===== src/rtl/wb_stage.sv =====
// Writeback stage: mem->wb pipeline register, result select, register-file write port,
// and serial byte collection. Define WB_RETIRE_CNT_EN to add the 64-bit retired_cnt output.
module wb_stage #(
    parameter int unsigned DATA_W    = 32,
    parameter int unsigned MAX_BYTES = 4,
    parameter int unsigned SRC_W     = 3
) (
    input  logic              clk,
    input  logic              rst,
    input  logic              valid_m,
    input  logic              flush_m,
    input  logic              reg_write_m,
    input  logic [SRC_W-1:0]  result_src_m,
    input  logic [DATA_W-1:0] alu_result_m,
    input  logic [DATA_W-1:0] read_data_m,
    input  logic [DATA_W-1:0] pc_plus4_m,
    input  logic [DATA_W-1:0] c_reg_data_out_m,
    input  logic [DATA_W-1:0] result_bytes_m,
    input  logic [4:0]        rd_m,
    input  logic              in_valid,
    input  logic [7:0]        in_data,
    output logic              in_ready,
    output logic              rf_we,
    output logic [4:0]        rf_wa,
    output logic [DATA_W-1:0] rf_wd,
    output logic              stall_wb,
    output logic              busy
`ifdef WB_RETIRE_CNT_EN
    ,
    output logic [63:0]       retired_cnt
`endif
);

    localparam int unsigned CNT_W = (MAX_BYTES > 1) ? $clog2(MAX_BYTES) : 1;
    localparam int unsigned NB_W  = 3;

    localparam logic [SRC_W-1:0] SRC_ALU  = SRC_W'(0);
    localparam logic [SRC_W-1:0] SRC_MEM  = SRC_W'(1);
    localparam logic [SRC_W-1:0] SRC_PC4  = SRC_W'(2);
    localparam logic [SRC_W-1:0] SRC_CREG = SRC_W'(3);
    localparam logic [SRC_W-1:0] SRC_SER  = SRC_W'(4);

    typedef enum logic [1:0] {
        ST_IDLE    = 2'd0,
        ST_COLLECT = 2'd1,
        ST_COMMIT  = 2'd2
    } state_t;

    typedef struct packed {
        logic              valid;
        logic              reg_write;
        logic [SRC_W-1:0]  src;
        logic [NB_W-1:0]   nbytes;
        logic [4:0]        rd;
        logic [DATA_W-1:0] alu;
        logic [DATA_W-1:0] mem;
        logic [DATA_W-1:0] pc4;
        logic [DATA_W-1:0] creg;
    } slot_t;

    state_t            state;
    slot_t             slot;
    logic [CNT_W-1:0]  cnt;
    logic [DATA_W-1:0] acc;

    logic              ser_slot;
    logic              commit;
    logic              last_byte;
    logic [NB_W-1:0]   n_raw;
    logic [NB_W-1:0]   n_norm;
    logic [SRC_W-1:0]  src_norm;
    logic [DATA_W-1:0] sel_data;
    logic              unused_bytes_hi;

    // Only the low three bits of the byte-count field carry information.
    assign unused_bytes_hi = ^result_bytes_m[DATA_W-1:NB_W];

    // Byte count: 0 means one byte, anything above MAX_BYTES saturates.
    assign n_raw  = result_bytes_m[NB_W-1:0];
    assign n_norm = (n_raw == NB_W'(0))         ? NB_W'(1) :
                    (n_raw > NB_W'(MAX_BYTES))  ? NB_W'(MAX_BYTES) : n_raw;

    // Reserved source encodings fall back to the ALU result.
    assign src_norm = (result_src_m > SRC_SER) ? SRC_ALU : result_src_m;

    assign ser_slot  = slot.valid && (slot.src == SRC_SER);
    assign last_byte = (NB_W'(cnt) == (slot.nbytes - NB_W'(1)));

    assign stall_wb = ((state == ST_IDLE) && ser_slot) || (state == ST_COLLECT);
    assign in_ready = (state == ST_COLLECT);
    assign busy     = (state == ST_COLLECT);

    assign commit = ((state == ST_IDLE) && slot.valid && !ser_slot) || (state == ST_COMMIT);

    always_comb begin
        sel_data = slot.alu;
        case (slot.src)
            SRC_MEM:  sel_data = slot.mem;
            SRC_PC4:  sel_data = slot.pc4;
            SRC_CREG: sel_data = slot.creg;
            SRC_SER:  sel_data = acc;
            default:  sel_data = slot.alu;
        endcase
    end

    assign rf_we = commit && slot.reg_write && (slot.rd != 5'd0);
    assign rf_wa = slot.rd;
    assign rf_wd = (state == ST_COMMIT) ? acc : sel_data;

    // Pipeline slot, collection FSM and byte accumulator.
    always_ff @(posedge clk) begin
        if (rst) begin
            state <= ST_IDLE;
            slot  <= '0;
            cnt   <= '0;
            acc   <= '0;
        end else begin
            if (!stall_wb) begin
                slot.valid     <= valid_m && !flush_m;
                slot.reg_write <= reg_write_m;
                slot.src       <= src_norm;
                slot.nbytes    <= n_norm;
                slot.rd        <= rd_m;
                slot.alu       <= alu_result_m;
                slot.mem       <= read_data_m;
                slot.pc4       <= pc_plus4_m;
                slot.creg      <= c_reg_data_out_m;
            end
            case (state)
                ST_IDLE: begin
                    if (ser_slot) begin
                        state <= ST_COLLECT;
                    end
                end
                ST_COLLECT: begin
                    if (in_valid) begin
                        acc[{cnt, 3'b000} +: 8] <= in_data;
                        cnt                     <= cnt + CNT_W'(1);
                        if (last_byte) begin
                            state <= ST_COMMIT;
                        end
                    end
                end
                ST_COMMIT: begin
                    state <= ST_IDLE;
                    cnt   <= '0;
                    acc   <= '0;
                end
                default: state <= ST_IDLE;
            endcase
        end
    end

`ifdef WB_RETIRE_CNT_EN
    // Retired-instruction counter; wraps naturally at 2^64.
    always_ff @(posedge clk) begin
        if (rst) begin
            retired_cnt <= '0;
        end else if (commit) begin
            retired_cnt <= retired_cnt + 64'd1;
        end
    end
`endif

endmodule


===== config.mk =====
export PLATFORM = sky130hd
export DESIGN_NAME = wb_stage
export DESIGN_NICKNAME = d
export VERILOG_FILES = /design/src/rtl/wb_stage.sv
export SDC_FILE = /design/constraint.sdc
export NUM_CORES = 1
export LEC_CHECK = 0
export CORE_MARGIN = 3
export CORE_UTILIZATION = 30
export DETAILED_ROUTE_END_ITERATION = 8
export SETUP_SLACK_MARGIN = 0.3
export SLEW_MARGIN = 10
export SYNTH_ARGS = -nofsm -noshare
export SYNTH_HDL_FRONTEND = slang
export SYNTH_SLANG_ARGS = --single-unit

===== constraint.sdc =====
create_clock -name clk -period 4.5 [get_ports clk]
set_input_delay 1.35 -clock clk [delete_from_list [all_inputs] [get_ports clk]]
set_output_delay 1.35 -clock clk [all_outputs]
set_load 0.01 [all_outputs]

==> results of run 1 <==
==> Yosys cell counts (all sizes together), types with 2 or more instances <==
library cell	number	area, um^2
nand2b	293	1830
dfxtp	177	3540
mux2i	153	1530
clkbuf	67	251
a21oi	51	255
buf	38	284
o21ai	35	175
mux2	32	360
o31ai	31	233
o22ai	30	188
nand4b	26	243
nand3	16	80.1
inv	10	37.5
and4b	9	90.1
or4	9	67.6
nand4	8	50.1
nor4bb	8	80.1
ha	6	75.1
nand2	4	15.0
nor3b	4	40.0
a31oi	3	48.8
o41ai	3	26.3
or4b	3	30.0
nor2b	2	12.5
o21bai	2	18.8
or3b	2	17.5
xor2	2	17.5
==> registers in the layout, summed over array words and instances, names as in the netlist <==
register,count
state,2
cnt,2
acc,32
rf_wa,5
slot,136
==> power groups by stage <==
stage          clock network, mW  logic (mW)  registers, mW
3_3_place_gp                   0       0.594           1.71
5_1_grt                     1.67       0.640           1.69
2_1_floorplan                  0       0.294           1.70
3_5_place_dp                   0       0.597           1.71
6_report                    1.57       0.592           1.68
4_1_cts                     1.61       0.600           1.68
==> layer usage <==
metal,share of wire,vias up
met3,0.038,21
met1,0.48,3694
met4,0.017,0
met2,0.47,150
li1,-,3871
met5,0,-
==> critical path, stage by stage, from the launching register on <==
cell and delay (ns):
dfxtp_1 0.38, nor3b_2 0.19, nand2b_2 0.35, buf_4 0.30
o31ai_1 0.40, clkdlybuf4s50_1 0.63
==> cell type report <==
type                    instances  area (um^2)
fillers                      3197        19300
multi-input cells             746         5610
flip-flops and latches        177         3550
repair buffers                211         2090
well taps                     402          503
clock buffers                  19          443
clock inverters                13          173
inverters                      10         45.0
==> kinds of logic (layout without fill, tap and decap cells) <==
group,Yosys count,count (layout),share of synthesized area
compound gates,161,161,0.103
xor+xnor,3,3,0.00270
fa+ha+maj,6,6,0.00772
buf+inv,115,253,0.0590
flops,177,177,0.365
mux,185,185,0.195
simple gates,391,391,0.269
==> final timing paths <==
| check | from | endpoint | cells after the start |
|---|---|---|---|
| worst max-delay path | slot[138] | rf_wd[13] | 5 |
| worst min-delay path | acc[1] | acc[1] | 2 |
| worst max register to register | slot[137] | slot[114] | 7 |
| worst min register to register | acc[1] | acc[1] | 2 |
==> results_dict.tcl, run 1 <==
set metrics [dict create \
    syn_to_final_growth_pct 27.7 \
    combPwrFrac 0.154 \
    post-route-util 0.391 \
    rsz0062_at_grt "false" \
    skew_ns 0.00973 \
    dpl-instance-area_um2 11800 \
    r2r_slack_ns 1.03 \
    insertedDiodeCount 0 \
    syn_inst 1038 \
    hpwl_mm 19.7 \
    initial_core_util 0.306 \
    drt_wl_total_mm 28.1 \
    vias_per_cell 4.90 \
    drive_above_1_share 0.0825 \
    die_w_um 186 \
    syn_area_um2 9720 \
    htreeDepth 4 \
    nets 1351 \
    track_usage 0.160 \
    first_global_vias 7620 \
    gr-usage-met2 0.249 \
    numCtsBuffers 17 \
    die_area_um2 34600 \
    num_vias 7736 \
    power_mw 3.84 \
    post_cts_buffers 0 \
    antenna_found_initial 0 \
    yosys_most_used_dff "dfxtp_1" \
    grtUsageMet1 0.228 \
    cap_violations 0 \
    synthArstFlopShare 0 \
    p_seq_frac 0.437 \
    cts_tree "yes" \
    cellPowerDensity_nw_per_um2 310 \
    drtIter0Drc 488 \
    grt_pass1_wl_mm 43.0 \
    fmax_mhz 248 \
    clk_latency_ns 0.43 \
    fin_crit_sh 0.896 \
    worstPathRequired_ns 3.15 \
    hold_violations 0 \
    switching_power_uw 966 \
    ys_seq_area_frac 0.365 \
    overflow 0 \
    worstPathArrival_ns 2.68 \
    portBuffers 193 \
    setup_tns_ns 0 \
    ys_ff_latch 177 \
    coreArea_um2 31700 \
    critical_path.startpoint_type "flip-flop" \
    clkTransAtPathRegs_ns 0.07 \
    setup_viol 0 \
    die_y_um 186 \
    status "finished clean" \
    setup_slack_ns 0.470 \
    instances_no_fill 1578 \
    ir_drop_v 0.000250 \
    path_class "flip-flop to output pin" \
    report.final.slew_viol_count 0 \
    rows 65 \
    ys_types 52 \
    layout_commonest_cell "nand2b_1" \
    synth_edf_count 0 \
    avgSynthCellArea_um2 9.36 \
    final_area_um2 12400 \
    dp.cells 1546 \
    tightest_slew_ns 1.15 \
    cp_max_fo 19 \
    dr.pass1.iters 4 \
    place_congestion 0.768 \
    place_ws_ns 0.710 \
    grt_max_degree 119 \
    power.internal_mw 2.88 \
    swShare 0.251 \
    grtUsageMet3 0.0264 \
    clk_path_buf_depth 2 \
    wl_per_cell_um 17.8 \
    layout_common_cells "nand2b_1 (292), clkdlybuf4s50_1 (192), dfxtp_1 (175), mux2i_1 (153), a21oi_1 (51)" \
    hold_buffers 0 \
    syn_nets 1226 \
    clockRootBuffer "clkbuf_16" \
    route.detailed.drc 0 \
    end_kind "output pin" \
    period_minus_slack_ns 4.03 \
    clock_sinks 177 \
    timing.slew.headroom 0.232 \
    post_cts_resized 1 \
    hold-worst-slack_ns 0.462 \
    ioPinCount 223 \
    yosysWarnings 0 \
    p_clk_frac 0.409 \
    ant_nets 0 \
    grt_most_used_layer "met2" \
    hp-class "flip-flop to flip-flop" \
    p_leak_nw 4.23 \
]
Power figures use the tool's default switching activity.
==> inputs of run 2 (changes only) <==
==> constraint.sdc (replaced) <==
create_clock -name clk -period 5 [get_ports clk]
set_input_delay 1.5 -clock clk [delete_from_list [all_inputs] [get_ports clk]]
set_output_delay 1.5 -clock clk [all_outputs]
set_load 0.01 [all_outputs]
==> results_dict.tcl, run 2 (synthesis results as in run 1) <==
set metrics [dict create \
    dr.pass1.iters 5 \
    fin_crit_sh 0.892 \
    antenna_found_initial 1 \
    layout_common_cells "nand2b_1 (293), clkdlybuf4s50_1 (192), dfxtp_1 (176), mux2i_1 (153), a21oi_1 (51)" \
    vias_per_cell 4.92 \
    num_vias 7738 \
    cellPowerDensity_nw_per_um2 281 \
    hp-class "flip-flop to flip-flop" \
    end_kind "output pin" \
    coreArea_um2 31700 \
    clkTransAtPathRegs_ns 0.07 \
    worstPathArrival_ns 2.96 \
    overflow 0 \
    post_cts_buffers 0 \
    portBuffers 193 \
    route.detailed.drc 0 \
    dp.cells 1541 \
    grt_pass1_wl_mm 42.8 \
    crit_path_max_incr_delay_ns 0.63 \
    initial_core_util 0.306 \
    path_cells "nand2b_1, nand2b_1, buf_12, o31ai_1, clkdlybuf4s50_1" \
    tightest_slew_ns 1.17 \
    fillers 3130 \
    clk_path_buf_depth 2 \
    instances_no_fill 1572 \
    fmax_mhz 224 \
    clk_latency_ns 0.43 \
    die_w_um 186 \
    cp_max_fo 21 \
    path_class "flip-flop to output pin" \
    syn_to_final_growth_pct 27.4 \
    cts_tree "yes" \
    ant_nets 0 \
    insertedDiodeCount 0 \
    hold_buffers 0 \
    setup_tns_ns 0 \
    drive_above_1_share 0.0761 \
    wl_per_cell_um 17.7 \
    hpwl_mm 19.4 \
    layout_commonest_cell "nand2b_1" \
    skew_ns 0.0128 \
    largest_reg_flops 136 \
    grt_most_used_layer "met2" \
    period_minus_slack_ns 4.46 \
    post_cts_resized 0 \
    numCtsBuffers 17 \
    cp_common_cell "nand2b_1" \
    first_global_vias 7634 \
    cap_violations 0 \
    track_usage 0.158 \
    nets 1346 \
    status "finished clean" \
    htreeDepth 4 \
    place_congestion 0.780 \
    clock_sinks 177 \
    p_leak_nw 4.21 \
    ir_drop_v 0.000155 \
    crit_slowest_cell "clkdlybuf4s50_1" \
    gr-usage-met2 0.252 \
    critical_path.startpoint_type "flip-flop" \
    die_y_um 186 \
    grtUsageMet3 0.0279 \
    clockRootBuffer "clkbuf_16" \
    timing.slew.headroom 0.222 \
    grtUsageMet1 0.225 \
    regMostFlops "slot" \
    rows 65 \
    drtIter0Drc 430 \
    grt_max_degree 218 \
    setup_viol 0 \
    ioPinCount 223 \
    rsz0062_at_grt "false" \
    worstPathRequired_ns 3.50 \
    hold_violations 0 \
    report.final.slew_viol_count 0 \
    drt_wl_total_mm 27.8 \
    die_area_um2 34600 \
]
[run 2: report_power, final]
group | internal (mW) | switching [mW]
Sequential | 1.48 | 0.0365
Clock | 0.847 | 0.597
Combinational | 0.303 | 0.224
[run 2: per-layer routing]
metal | part of all wire | vias to the layer above
met5 | 0.00047 | -
met4 | 0.011 | 2
met3 | 0.035 | 20
met2 | 0.46 | 166
met1 | 0.49 | 3678
li1 | - | 3872
[run 2: critical path, delay by kind of cell (launching register included)]
kind | cells | cell delay [ns]
flops | 1 | 0.60
buf+inv | 2 | 0.95
compound gates | 1 | 0.42
simple gates | 2 | 0.56
[run 2: layout make-up]
type	instances	area (um^2)	area share
tap	402	503	0.0406
clock inverter	13	196	0.0159
inverter	10	45.0	0.00364
timing repair buffer	206	2060	0.166
clock buffer	18	429	0.0347
sequential	177	3540	0.286
multi-input combinational	746	5610	0.453
[run 2: worst paths after layout]
check / from / to / slack [ns] / cells past startpoint
worst max-delay path: state[0] / rf_wd[3] / 0.54 / 5
worst min-delay path: acc[1] / acc[1] / 0.47 / 2
worst max register to register: slot[137] / slot[114] / 2.44 / 5
worst min register to register: acc[1] / acc[1] / 0.47 / 2
[run 2: per-stage QoR]
stage	utilization	power [mW]	hold WS (ns)	cell area, um^2	setup WS (ns)
after CTS	0.390	3.53	0.471	12400	0.488
final	0.390	3.48	0.467	12400	0.538
after detailed placement	0.371	2.08	0.459	11800	0.970
after global placement	0.371	2.07	0.454	11800	1.01
after global routing	0.390	3.63	0.490	12400	0.385
after floorplan	-	1.80	0.440	9720	2.06
==> inputs of run 3 (changes only) <==
--- a/config.mk
+++ b/config.mk
@@ -8,6 +8,7 @@
 export CORE_MARGIN = 3
 export CORE_UTILIZATION = 30
 export DETAILED_ROUTE_END_ITERATION = 8
+export HOLD_SLACK_MARGIN = 0.15
 export SETUP_SLACK_MARGIN = 0.3
 export SLEW_MARGIN = 10
 export SYNTH_ARGS = -nofsm -noshare
==> results of run 3 <==
Same layout as run 2: the final DEF is identical, and so are final timing and power.
